===== config.mk =====
export PLATFORM = sky130hd
export DESIGN_NAME = frame_info_pack
export DESIGN_NICKNAME = d
export VERILOG_FILES = /design/src/rtl/frame_info_pack_pkg.sv /design/src/rtl/frame_info_pack_word_mux.sv /design/src/rtl/frame_info_pack.sv
export SDC_FILE = /design/constraint.sdc
export NUM_CORES = 1
export LEC_CHECK = 0
export CAP_MARGIN = 20
export CORE_MARGIN = 1
export CORE_UTILIZATION = 56
export DETAILED_ROUTE_END_ITERATION = 8
export HOLD_SLACK_MARGIN = 0.03
export PLACE_DENSITY = 0.86
export SYNTH_ARGS = -nofsm -noshare
export SYNTH_HDL_FRONTEND = slang
export SYNTH_HIERARCHICAL = 1
export SYNTH_SLANG_ARGS = --single-unit
export TNS_END_PERCENT = 30

===== constraint.sdc =====
create_clock -name clk -period 4.5 [get_ports clk]
set_input_delay 0.45 -clock clk [delete_from_list [all_inputs] [get_ports clk]]
set_output_delay 0.45 -clock clk [all_outputs]
set_load 0.03 [all_outputs]

===== src/rtl/frame_info_pack_pkg.sv =====
// rtl/frame_info_pack_pkg.sv - shared word indices, FSM/segment encodings and shadow layouts
package frame_info_pack_pkg;

  localparam int SHORT_FLD_WD = 16;
  localparam int REG_FLD_WD   = 32;
  localparam int LONG_FLD_WD  = 64;
  localparam int CHUNK_FLD_WD = 5;

  // INFO segment word indices
  localparam int W_BLOCKID  = 0;
  localparam int W_TSTAMP   = 1;
  localparam int W_WIDTH    = 2;
  localparam int W_HEIGHT   = 3;
  localparam int W_OFFSET   = 4;
  localparam int W_SIZE     = 5;
  localparam int W_INTERVAL = 6;
  localparam int W_STATUS   = 7;
  // STATIS segment word indices
  localparam int W_PAYLOAD  = 0;
  localparam int W_SSTATUS  = 1;

  typedef enum logic [1:0] {
    ST_IDLE = 2'd0,
    ST_SEND = 2'd1,
    ST_GAP  = 2'd2
  } state_e;

  typedef enum logic {
    SEG_INFO   = 1'b0,
    SEG_STATIS = 1'b1
  } seg_e;

  typedef struct packed {
    logic [LONG_FLD_WD-1:0]  block_id;
    logic [LONG_FLD_WD-1:0]  timestamp;
    logic [REG_FLD_WD-1:0]   pixel_format;
    logic [SHORT_FLD_WD-1:0] width;
    logic [SHORT_FLD_WD-1:0] height;
    logic [SHORT_FLD_WD-1:0] offset_x;
    logic [SHORT_FLD_WD-1:0] offset_y;
    logic [CHUNK_FLD_WD-1:0] chunk_info;
    logic [REG_FLD_WD-1:0]   image_size;
    logic [REG_FLD_WD-1:0]   payload_size;
    logic [LONG_FLD_WD-1:0]  frame_interval;
    logic [SHORT_FLD_WD-1:0] status;
  } info_shadow_t;

  typedef struct packed {
    logic [REG_FLD_WD-1:0]   expect_size;
    logic [REG_FLD_WD-1:0]   valid_size;
    logic [SHORT_FLD_WD-1:0] status;
  } statis_shadow_t;

  // ceil(log2(v)), minimum 1
  function automatic int log2(input int v);
    int r;
    r = 1;
    for (int i = 1; i < 31; i++) begin
      if ((1 << i) < v) r = i + 1;
    end
    return r;
  endfunction

endpackage


===== src/rtl/frame_info_pack_word_mux.sv =====
// rtl/frame_info_pack_word_mux.sv - selects the 64-bit segment word from the shadow registers
module frame_info_word_mux
  import frame_info_pack_pkg::*;
#(
  parameter int CNT_WD = 6
) (
  input  seg_e              i_seg,
  input  logic [CNT_WD-1:0] iv_word_idx,
  input  info_shadow_t      i_info,
  input  statis_shadow_t    i_statis,
  output logic [63:0]       ov_word
);

  always_comb begin
    ov_word = '0;
    if (i_seg == SEG_INFO) begin
      case (iv_word_idx)
        CNT_WD'(W_BLOCKID):  ov_word = i_info.block_id;
        CNT_WD'(W_TSTAMP):   ov_word = i_info.timestamp;
        CNT_WD'(W_WIDTH):    ov_word = {16'b0, i_info.width, i_info.pixel_format};
        CNT_WD'(W_HEIGHT):   ov_word = {16'b0, i_info.offset_x, 16'b0, i_info.height};
        CNT_WD'(W_OFFSET):   ov_word = {16'b0, 11'b0, i_info.chunk_info, 16'b0, i_info.offset_y};
        CNT_WD'(W_SIZE):     ov_word = {i_info.payload_size, i_info.image_size};
        CNT_WD'(W_INTERVAL): ov_word = i_info.frame_interval;
        CNT_WD'(W_STATUS):   ov_word = {48'b0, i_info.status};
        default:             ov_word = '0;
      endcase
    end else begin
      case (iv_word_idx)
        CNT_WD'(W_PAYLOAD):  ov_word = {i_statis.valid_size, i_statis.expect_size};
        CNT_WD'(W_SSTATUS):  ov_word = {48'b0, i_statis.status};
        default:             ov_word = '0;
      endcase
    end
  end

endmodule


===== src/rtl/frame_info_pack.sv =====
// rtl/frame_info_pack.sv - snapshots frame info/statistics and emits INFO and STATIS segments
module frame_info_pack
  import frame_info_pack_pkg::*;
#(
  parameter int INFO_SIZE    = 256,
  parameter int STATIS_SIZE  = 256,
  parameter int SHORT_REG_WD = 16,
  parameter int REG_WD       = 32,
  parameter int LONG_REG_WD  = 64,
  parameter int GEV_DE_WD    = 2,
  parameter int GEV_DATA_WD  = 64,
  parameter int SEG_GAP      = 2
) (
  input  logic                    clk,
  input  logic                    reset,
  input  logic                    i_stream_enable,
  input  logic                    i_frame_start,
  input  logic                    i_frame_end,
  input  logic                    i_ready,
  input  logic [LONG_REG_WD-1:0]  iv_block_id,
  input  logic [LONG_REG_WD-1:0]  iv_timestamp,
  input  logic [REG_WD-1:0]       iv_pixel_format,
  input  logic [SHORT_REG_WD-1:0] iv_width,
  input  logic [SHORT_REG_WD-1:0] iv_height,
  input  logic [SHORT_REG_WD-1:0] iv_offset_x,
  input  logic [SHORT_REG_WD-1:0] iv_offset_y,
  input  logic [4:0]              iv_chunk_info,
  input  logic [REG_WD-1:0]       iv_image_size,
  input  logic [REG_WD-1:0]       iv_payload_size,
  input  logic [LONG_REG_WD-1:0]  iv_frame_interval,
  input  logic [SHORT_REG_WD-1:0] iv_status,
  input  logic [REG_WD-1:0]       iv_expect_payload_size,
  input  logic [REG_WD-1:0]       iv_valid_payload_size,
  output logic                    o_info_flag,
  output logic                    o_statis_flag,
  output logic [GEV_DE_WD-1:0]    ov_dval,
  output logic [GEV_DATA_WD-1:0]  ov_cmd_data,
  output logic                    o_info_drop,
  output logic                    o_statis_drop
);

  localparam int INFO_WORDS   = INFO_SIZE / 8;
  localparam int STATIS_WORDS = STATIS_SIZE / 8;
  localparam int MAX_WORDS    = (INFO_WORDS > STATIS_WORDS) ? INFO_WORDS : STATIS_WORDS;
  localparam int CNT_WD       = log2(MAX_WORDS + 1);
  localparam int GAP_WD       = log2(SEG_GAP);

  state_e               r_state, w_state_nxt;
  seg_e                 r_seg, w_seg_nxt, w_sel_seg, w_mux_seg;
  logic [CNT_WD-1:0]    r_wcnt, w_wcnt_nxt, w_mux_idx, w_n_words;
  logic [GAP_WD-1:0]    r_gap, w_gap_nxt;
  logic                 r_info_pend, w_info_pend_nxt, r_statis_pend, w_statis_pend_nxt;
  logic                 r_info_flag, w_info_flag_nxt, r_statis_flag, w_statis_flag_nxt;
  logic                 r_info_drop, w_info_drop_nxt, r_statis_drop, w_statis_drop_nxt;
  logic [GEV_DE_WD-1:0] r_dval, w_dval_nxt;
  logic [GEV_DATA_WD-1:0] r_data, w_data_nxt;
  info_shadow_t         r_info_sh, w_info_sh_nxt;
  statis_shadow_t       r_statis_sh, w_statis_sh_nxt;
  logic [63:0]          w_word;
  logic                 w_info_busy, w_statis_busy;

  assign w_info_busy   = r_info_pend   || (r_state == ST_SEND && r_seg == SEG_INFO);
  assign w_statis_busy = r_statis_pend || (r_state == ST_SEND && r_seg == SEG_STATIS);
  // statistics belong to the older frame, so they go out first
  assign w_sel_seg = r_statis_pend ? SEG_STATIS : SEG_INFO;
  assign w_mux_seg = (r_state == ST_IDLE) ? w_sel_seg : r_seg;
  assign w_mux_idx = (r_state == ST_IDLE) ? '0 : r_wcnt;
  assign w_n_words = (r_seg == SEG_INFO) ? CNT_WD'(INFO_WORDS) : CNT_WD'(STATIS_WORDS);

  frame_info_word_mux #(.CNT_WD(CNT_WD)) u_word_mux (
    .i_seg       (w_mux_seg),
    .iv_word_idx (w_mux_idx),
    .i_info      (r_info_sh),
    .i_statis    (r_statis_sh),
    .ov_word     (w_word)
  );

  always_comb begin
    w_state_nxt       = r_state;
    w_seg_nxt         = r_seg;
    w_wcnt_nxt        = r_wcnt;
    w_gap_nxt         = r_gap;
    w_info_pend_nxt   = r_info_pend;
    w_statis_pend_nxt = r_statis_pend;
    w_info_flag_nxt   = r_info_flag;
    w_statis_flag_nxt = r_statis_flag;
    w_info_drop_nxt   = 1'b0;
    w_statis_drop_nxt = 1'b0;
    w_dval_nxt        = '0;
    w_data_nxt        = r_data;
    w_info_sh_nxt     = r_info_sh;
    w_statis_sh_nxt   = r_statis_sh;
    if (!i_stream_enable) begin
      w_state_nxt       = ST_IDLE;
      w_wcnt_nxt        = '0;
      w_gap_nxt         = '0;
      w_info_pend_nxt   = 1'b0;
      w_statis_pend_nxt = 1'b0;
      w_info_flag_nxt   = 1'b0;
      w_statis_flag_nxt = 1'b0;
      w_data_nxt        = '0;
    end else begin
      if (i_frame_start) begin
        if (w_info_busy) begin
          w_info_drop_nxt = 1'b1;
        end else begin
          w_info_pend_nxt              = 1'b1;
          w_info_sh_nxt.block_id       = iv_block_id;
          w_info_sh_nxt.timestamp      = iv_timestamp;
          w_info_sh_nxt.pixel_format   = iv_pixel_format;
          w_info_sh_nxt.width          = iv_width;
          w_info_sh_nxt.height         = iv_height;
          w_info_sh_nxt.offset_x       = iv_offset_x;
          w_info_sh_nxt.offset_y       = iv_offset_y;
          w_info_sh_nxt.chunk_info     = iv_chunk_info;
          w_info_sh_nxt.image_size     = iv_image_size;
          w_info_sh_nxt.payload_size   = iv_payload_size;
          w_info_sh_nxt.frame_interval = iv_frame_interval;
          w_info_sh_nxt.status         = iv_status;
        end
      end
      if (i_frame_end) begin
        if (w_statis_busy) begin
          w_statis_drop_nxt = 1'b1;
        end else begin
          w_statis_pend_nxt           = 1'b1;
          w_statis_sh_nxt.expect_size = iv_expect_payload_size;
          w_statis_sh_nxt.valid_size  = iv_valid_payload_size;
          w_statis_sh_nxt.status      = iv_status;
        end
      end
      case (r_state)
        ST_IDLE: begin
          if (r_info_pend || r_statis_pend) begin
            w_state_nxt = ST_SEND;
            w_seg_nxt   = w_sel_seg;
            if (w_sel_seg == SEG_STATIS) begin
              w_statis_pend_nxt = 1'b0;
              w_statis_flag_nxt = 1'b1;
            end else begin
              w_info_pend_nxt = 1'b0;
              w_info_flag_nxt = 1'b1;
            end
            // word 0 can already leave together with the rising flag
            if (i_ready) begin
              w_dval_nxt = '1;
              w_data_nxt = w_word;
              w_wcnt_nxt = CNT_WD'(1);
            end else begin
              w_wcnt_nxt = '0;
            end
          end
        end
        ST_SEND: begin
          if (r_wcnt == w_n_words) begin
            w_state_nxt       = ST_GAP;
            w_info_flag_nxt   = 1'b0;
            w_statis_flag_nxt = 1'b0;
            w_gap_nxt         = '0;
          end else if (i_ready) begin
            w_dval_nxt = '1;
            w_data_nxt = w_word;
            w_wcnt_nxt = r_wcnt + 1'b1;
          end
        end
        ST_GAP: begin
          if (r_gap == GAP_WD'(SEG_GAP - 1)) w_state_nxt = ST_IDLE;
          else                               w_gap_nxt   = r_gap + 1'b1;
        end
        default: w_state_nxt = ST_IDLE;
      endcase
    end
  end

  always_ff @(posedge clk or negedge reset) begin
    if (!reset) begin
      r_state       <= ST_IDLE;
      r_seg         <= SEG_INFO;
      r_wcnt        <= '0;
      r_gap         <= '0;
      r_info_pend   <= 1'b0;
      r_statis_pend <= 1'b0;
      r_info_flag   <= 1'b0;
      r_statis_flag <= 1'b0;
      r_info_drop   <= 1'b0;
      r_statis_drop <= 1'b0;
      r_dval        <= '0;
      r_data        <= '0;
      r_info_sh     <= '0;
      r_statis_sh   <= '0;
    end else begin
      r_state       <= w_state_nxt;
      r_seg         <= w_seg_nxt;
      r_wcnt        <= w_wcnt_nxt;
      r_gap         <= w_gap_nxt;
      r_info_pend   <= w_info_pend_nxt;
      r_statis_pend <= w_statis_pend_nxt;
      r_info_flag   <= w_info_flag_nxt;
      r_statis_flag <= w_statis_flag_nxt;
      r_info_drop   <= w_info_drop_nxt;
      r_statis_drop <= w_statis_drop_nxt;
      r_dval        <= w_dval_nxt;
      r_data        <= w_data_nxt;
      r_info_sh     <= w_info_sh_nxt;
      r_statis_sh   <= w_statis_sh_nxt;
    end
  end

  assign o_info_flag   = r_info_flag;
  assign o_statis_flag = r_statis_flag;
  assign ov_dval       = r_dval;
  assign ov_cmd_data   = r_data;
  assign o_info_drop   = r_info_drop;
  assign o_statis_drop = r_statis_drop;

endmodule

==> out/summary.txt, run 1 <==
Outcome: finished clean
WP buf/inv: 1
Slew HR: 0.279
Post-synthesis xor/xnor area fraction: 0.000358
CTS root buffer: clkbuf_16
Std cell rows: 76
Slowest-stage cell, CP: nor2_1
Max-cap violations: 0
Post-layout minimum cycle time: 3870 ps
Pwr Density: 485 nW/µm²
Die X: 211 µm
Inserted Clock Buffers: 55
Grt ovf: 0
Routability cong.: 0.895
Unrepaired setup endpoints after global routing: no
Worst slew pin tran: 1080 ps
Leak: 13.1 nW
Vias in the first global route: 18,800
Top FF cell, synth: dfrtp_1
Initial antenna violation count: 16
WHS: 345 ps
Crit-path max FO: 18
Per-cell routed wire length: 23.9 µm
Internal Power: 10.9 mW
DR vias: 17,600
Mapped Cells: 1,870
Hold Fails Final Rpt: 0
Worst vdd ir: 0.374 mV
Die footprint: 44,500 µm²
Clock Path Buffers: 3
Drt first pass iters: 6
Starting Density: 0.568
Netlist Area Pre-Place: 24,500 µm²
Mux share of post-synthesis cell area: 0.276
Switching Share: 0.292
Post-Route WL: 70.9 mm
Worst EP arrival: 4390 ps
Worst-path cell chain: nor2_1 -> nor2b_1 -> or4b_1 -> buf_4 -> nor2_2 -> a22oi_1 -> o21ai_0 -> nand2_1 -> mux2i_1
Fin crit share: 0.860
Avg Inst Size Synth: 13.1 µm²
Post-synthesis adder-cell area fraction: 0.00102
Register area share after synthesis: 0.546
Detailed Place HPWL: 48.6 mm
Area of the core: 43,100 µm²
Synth async-reset ratio: 1.00
Met2 wire len: 35.0 mm
Fmax: 0.258 GHz
Clock power share: 0.290
Syn_nets: 2,315
CP Capture Type: register
DR top layer: met5
Final setup skew: 13.1 ps
TNS Setup: 0 ps
CTS sink count: 534
I/O pin total: 513
Share of cells above drive strength 1: 0.0933
Sw Pwr: 4.49 mW
Hold Crit Class: primary input to register
Global-route wire length before repair: 108 mm
# setup viols final: 0
Height of the die: 211 µm
CTS tree: built
DRC errors left: 0
Share of power burned in registers: 0.463
WL met1: 27.3 mm
Area growth syn-to-layout: 30.0%
Nets: 2,775
Crit start category: register
Post-synth EDFFs: 0
Count of filler cells inserted in the layout: 2,815
Largest stage delay on the critical path: 830 ps
Post-Synth Simple-Gate Area: 0.0740
Final Slew Violations: 0
Total track usage: 0.321
Gate power share: 0.248
Initial DRC Count: 1,406
Crit path required time: 5020 ps
Clock Latency Late Sink: 600 ps
Metal3 WL: 5.52 mm
Worst-path clk slew: 60 ps
Largest family of logic cells by synthesized area: multiplexers
DR vias/cell: 5.92
Synth warn: 6
H-tree depth: 2
Number of synthesized register bits: 534
Setup CP Type: register to register
Largest net degree at the start of global routing: 117
Top delay family on crit path: simple AND/OR/NAND/NOR gates
Yosys cell types: 59
Synth Area in Compound Gates: 0.0657
Antenna viol nets, final: 0
Port buffer count: 512
-- registers in the layout, indices dropped and copies added, names as in the netlist --
signal and count:
r_info_sh 373, r_statis_sh 80, r_wcnt 6, ov_cmd_data 64, o_info_flag 1, r_gap 1
r_statis_pend 1, ov_dval 1, r_state 2, o_statis_drop 1, o_info_drop 1, o_statis_flag 1
r_seg 1, r_info_pend 1
-- power groups by stage --
stage | logic (mW) | registers (mW) | clock network, mW
floorplan | 2.34 | 7.05 | 0
global placement | 3.64 | 7.06 | 0
detailed placement | 3.79 | 7.17 | 0
CTS | 3.83 | 7.11 | 4.53
global route | 4.12 | 7.29 | 4.73
finish | 3.82 | 7.13 | 4.46
-- worst reg2reg max path, stage by stage, from the launching register on --
cell and delay, ps:
dfrtp_1 480, nor2_1 830, nor2b_1 310, or4b_1 570
buf_4 240, nor2_2 630, a22oi_1 230, o21ai_0 260
nand2_1 80, mux2i_1 160
-- path summary, 6_finish.rpt --
path	from	to	slack, ps	cells after the start
setup / recovery	r_state[1]	ov_cmd_data[46]	630	9
hold / removal	i_stream_enable	ov_cmd_data[6]	340	3
setup reg to reg	r_state[1]	ov_cmd_data[46]	630	9
hold reg to reg	r_info_sh[11]	r_info_sh[11]	480	1
max in group asynchronous	reset	r_info_sh[261]	2830	3
min in group asynchronous	reset	r_info_sh[112]	510	2
-- repair_timing --
action / 4_1_cts / 5_1_grt
setup buffers: 0 / 0
endpoints found under the hold margin: 108 / 0
hold buffers: 1 / 0
gates resized for setup: 0 / 0
-- cells in the mapped netlist (all sizes together), types with 2 or more instances --
master / n / area share
and3: 47 / 0.012
and2: 3 / 0.00077
or4: 2 / 0.00061
and4: 2 / 0.00072
a221oi: 17 / 0.0061
nand3: 58 / 0.012
a21oi: 24 / 0.0049
mux2i: 85 / 0.035
nor3: 13 / 0.0040
o22a: 3 / 0.0011
nand2b: 4 / 0.0010
o21a: 2 / 0.00061
or3b: 3 / 0.0011
nand4: 2 / 0.00051
ha: 2 / 0.0010
a222oi: 16 / 0.0065
a2111oi: 3 / 0.0011
nand3b: 30 / 0.0092
nor2: 15 / 0.0027
mux4: 11 / 0.010
a221o: 2 / 0.00082
buf: 96 / 0.028
nand2: 170 / 0.026
a32o: 2 / 0.00082
nor2b: 8 / 0.0021
a22o: 32 / 0.011
dfrtp: 534 / 0.55
o21ai: 51 / 0.010
o211ai: 16 / 0.0049
inv: 5 / 0.00077
clkbuf: 53 / 0.0081
mux2: 502 / 0.23
a2bb2oi: 16 / 0.0057
o221ai: 2 / 0.00072
a22oi: 26 / 0.0080
-- per-layer routing --
| layer | vias to the layer above | GRT usage |
|---|---|---|
| met2 | 733 | 0.529 |
| met1 | 8940 | 0.389 |
| met5 | - | 0 |
| li1 | 7721 | - |
| met4 | 2 | 0.169 |
| met3 | 192 | 0.0804 |
-- placed cells by master (no fill, tap or decap), types with 5 or more instances in the layout --
cell type	count
a221oi_1	17
dfrtp_1	534
clkinv_2	7
o21ai_0	45
mux2_1	438
nor2_4	5
nand3b_1	30
a222oi_1	16
nand3_1	58
and3_1	45
clkdlybuf4s50_1	510
a21oi_1	24
a2bb2oi_1	16
nor3_1	9
clkbuf_1	15
o21ai_1	6
mux2_2	64
clkbuf_16	57
mux2i_1	85
o211ai_1	16
diode_2	17
clkbuf_8	14
a22oi_1	26
nand2_1	170
a22o_1	32
mux4_2	11
nor2_1	9
buf_12	12
buf_4	27
-- cell families (layout without fill, tap and decap cells) --
| family | Yosys count | in the layout |
|---|---|---|
| mux | 598 | 598 |
| flops | 534 | 534 |
| xor+xnor | 1 | 1 |
| compound gates | 220 | 220 |
| buf+inv | 154 | 653 |
| other cells | 0 | 17 |
| simple gates | 361 | 361 |
| fa+ha+maj | 2 | 2 |
-- final cells by class --
class / instances / area (µm²) / area share
sequential: 534 / 13400 / 0.420
timing repair buffer: 552 / 5600 / 0.176
tap: 585 / 732 / 0.0230
multi-input combinational: 1182 / 10300 / 0.323
antenna: 17 / 42.5 / 0.00134
clock buffer: 86 / 1680 / 0.0527
inverter: 5 / 18.8 / 0.000590
clock inverter: 10 / 80.1 / 0.00252
-- metrics by stage --
stage	util	power, mW	worst slack, ps	cell area, µm²	std cells
after floorplan	-	9.39	1780	24500	1870
after global placement	0.695	10.7	966	29900	2855
after detailed placement	0.696	11.0	768	30000	2856
after CTS	0.737	15.5	695	31700	2953
after global routing	0.738	16.1	372	31800	2969
final	0.738	15.4	630	31800	2971
No activity file was read; power rests on OpenSTA's default activity.
==> inputs of run 2 (changes only) <==
--- a/config.mk
+++ b/config.mk
@@ -7,10 +7,10 @@
 export LEC_CHECK = 0
 export CAP_MARGIN = 20
 export CORE_MARGIN = 1
-export CORE_UTILIZATION = 56
+export CORE_UTILIZATION = 52
 export DETAILED_ROUTE_END_ITERATION = 8
 export HOLD_SLACK_MARGIN = 0.03
-export PLACE_DENSITY = 0.86
+export PLACE_DENSITY = 0.81
 export SYNTH_ARGS = -nofsm -noshare
 export SYNTH_HDL_FRONTEND = slang
 export SYNTH_HIERARCHICAL = 1
==> constraint.sdc (replaced) <==
create_clock -name clk -period 4 [get_ports clk]
set_input_delay 0.4 -clock clk [delete_from_list [all_inputs] [get_ports clk]]
set_output_delay 0.4 -clock clk [all_outputs]
set_load 0.03 [all_outputs]
==> out/summary.txt, run 2 (synthesized netlist as in run 1, its figures left out) <==
Crit-path max FO: 28 (+10)
I/O pin total: 513 (unchanged)
Initial DRC Count: 1,369 (-2.6%)
Worst-path clk slew: 60 ps (about the same)
Most common cell after layout, fill and taps aside: dfrtp_1
Pwr Density: 543 nW/µm² (+12%)
Biggest register: r_info_sh
Total track usage: 0.295 (-0.0262)
Fin crit share: 0.856 (-0.00363)
Slew HR: 0.344 (+0.0647)
Internal Power: 12.3 mW (+13%)
H-tree depth: 2 (unchanged)
CTS sink count: 534 (unchanged)
Setup CP Type: register to register
Drt first pass iters: 8 (+2)
Clock power share: 0.289 (about the same)
Per-cell routed wire length: 23.6 µm (-1.2%)
Initial antenna violation count: 18 (+2)
TNS Setup: 0 ps (unchanged)
Worst setup margin: 575 ps (-55.5 ps)
Final Slew Violations: 0 (unchanged)
Final setup skew: 17.6 ps (+4.44 ps)
Vias in the first global route: 18,400 (-2.6%)
Setup bufs post-CTS: 0 (unchanged)
Met3 global-route usage: 0.0672 (-0.0132)
Unrepaired setup endpoints after global routing: no
Largest net degree at the start of global routing: 117 (unchanged)
Area of the core: 46,500 µm² (+7.8%)
Global-route wire length before repair: 107 mm (-1.4%)
Worst slew pin tran: 981 ps (-99.4 ps)
Max FFs per register: 373 (unchanged)
Worst vdd ir: 0.342 mV (-8.7%)
Number of hold buffers added after cts: 1 (unchanged)
DRC errors left: 0 (unchanged)
Clock Path Buffers: 3 (unchanged)
DR vias: 17,600 (+0.13%)
Crit path required time: 4510 ps (-510 ps)
Hold Fails Final Rpt: 0 (unchanged)
Hold Crit Class: primary input to register
Share of cells above drive strength 1: 0.0938 (+0.000527)
M2 GR Usage: 0.479 (-0.0506)
Detailed Place HPWL: 48.4 mm (-0.58%)
Routability cong.: 0.860 (-3.8%)
Outcome: finished clean
Post-Route WL: 70.7 mm (-0.28%)
Post-layout minimum cycle time: 3430 ps (-444 ps)
Port buffer count: 512 (unchanged)
Gate power share: 0.248 (about the same)
Most frequent cells in the layout: dfrtp_1, clkdlybuf4s50_1, mux2_1
CTS root buffer: clkbuf_16
Switching Share: 0.288 (-0.00369)
Clock Latency Late Sink: 600 ps (about the same)
Pre-CTS WS: 687 ps (-80.5 ps)
Nets: 2,781 (+0.22%)
Sw Pwr: 4.97 mW (+11%)
Height of the die: 219 µm (+3.7%)
Worst EP arrival: 3930 ps (-460 ps)
Starting Density: 0.527 (-0.0413)
Fmax: 0.292 GHz (+13%)
Die footprint: 47,900 µm² (+7.6%)
Inserted Clock Buffers: 54 (-1.8%)
CTS tree: built
Area growth syn-to-layout: 29.9% (about the same)
Antenna viol nets, final: 0 (unchanged)
Crit start category: register
# setup viols final: 0 (unchanged)
Area of the multi-input gates: 10,300 µm² (unchanged)
Die X: 219 µm (+3.7%)
Max-cap violations: 0 (unchanged)
CP Capture Type: register
Grt ovf: 0 (unchanged)
Global routing's busiest layer: met2
Register area: 13,400 µm² (unchanged)
Share of power burned in registers: 0.463 (about the same)
Leak: 13.1 nW (about the same)
PostCTS Resize Cnt: 0 (unchanged)
Met1 Usage GRT: 0.375 (-0.0136)
Std cell rows: 79 (+3.9%)
DR vias/cell: 5.87 (-0.77%)
Count of filler cells inserted in the layout: 3,354 (+19%)
run 2: metrics by stage:
step | area [µm²] | util | instances | hold WS (ps) | power [mW]
after detailed placement | 30000 | 0.646 | 2886 | 466 | 12.3
after CTS | 31800 | 0.683 | 2984 | 223 | 17.4
after global routing | 31800 | 0.684 | 2997 | 268 | 18.1
final | 31800 | 0.684 | 2998 | 249 | 17.3
after global placement | 30000 | 0.646 | 2886 | 459 | 12.1
after floorplan | 24500 | - | 1870 | 104 | 10.6
run 2: metal layers:
layer	share of wire	wire, µm
met4	0.041	2930
met5	0.00071	50
met2	0.48	34100
met1	0.40	28000
met3	0.079	5580
run 2: final cells by class:
type	instances	share of cell area
Antenna cell	14	0.00110
Multi-Input combinational cell	1182	0.323
Inverter	5	0.000590
Clock buffer	92	0.0534
Sequential cell	534	0.420
Clock inverter	5	0.00165
Timing Repair Buffer	559	0.176
Tap cell	607	0.0239
run 2: final timing paths:
path | cells after the start | end | startpoint | slack, ps
setup / recovery | 9 | ov_cmd_data[54] | r_state[1] | 570
max in group asynchronous | 3 | r_info_sh[283] | reset | 2430
hold / removal | 3 | o_info_drop | i_stream_enable | 250
hold reg to reg | 1 | r_info_sh[235] | r_info_sh[235] | 480
setup reg to reg | 9 | ov_cmd_data[54] | r_state[1] | 570
min in group asynchronous | 2 | r_info_sh[245] | reset | 450
run 2: power by group through the flow:
stage	combinational (mW)	sequential, mW	clock, mW
2_1_floorplan	2.63	7.94	0
3_3_place_gp	4.11	7.94	0
3_5_place_dp	4.27	8.04	0
4_1_cts	4.32	7.97	5.08
5_1_grt	4.64	8.18	5.30
6_report	4.29	7.99	4.99
run 2: critical path, cell delays in order, from the launching register on:
cell      delay, ps
dfrtp_1         480
nor2_1          170
buf_4           230
nor2b_1         140
or4_1           760
nor2_4          840
a221oi_1        220
o21ai_0         230
nand2_1          90
mux2i_1         170
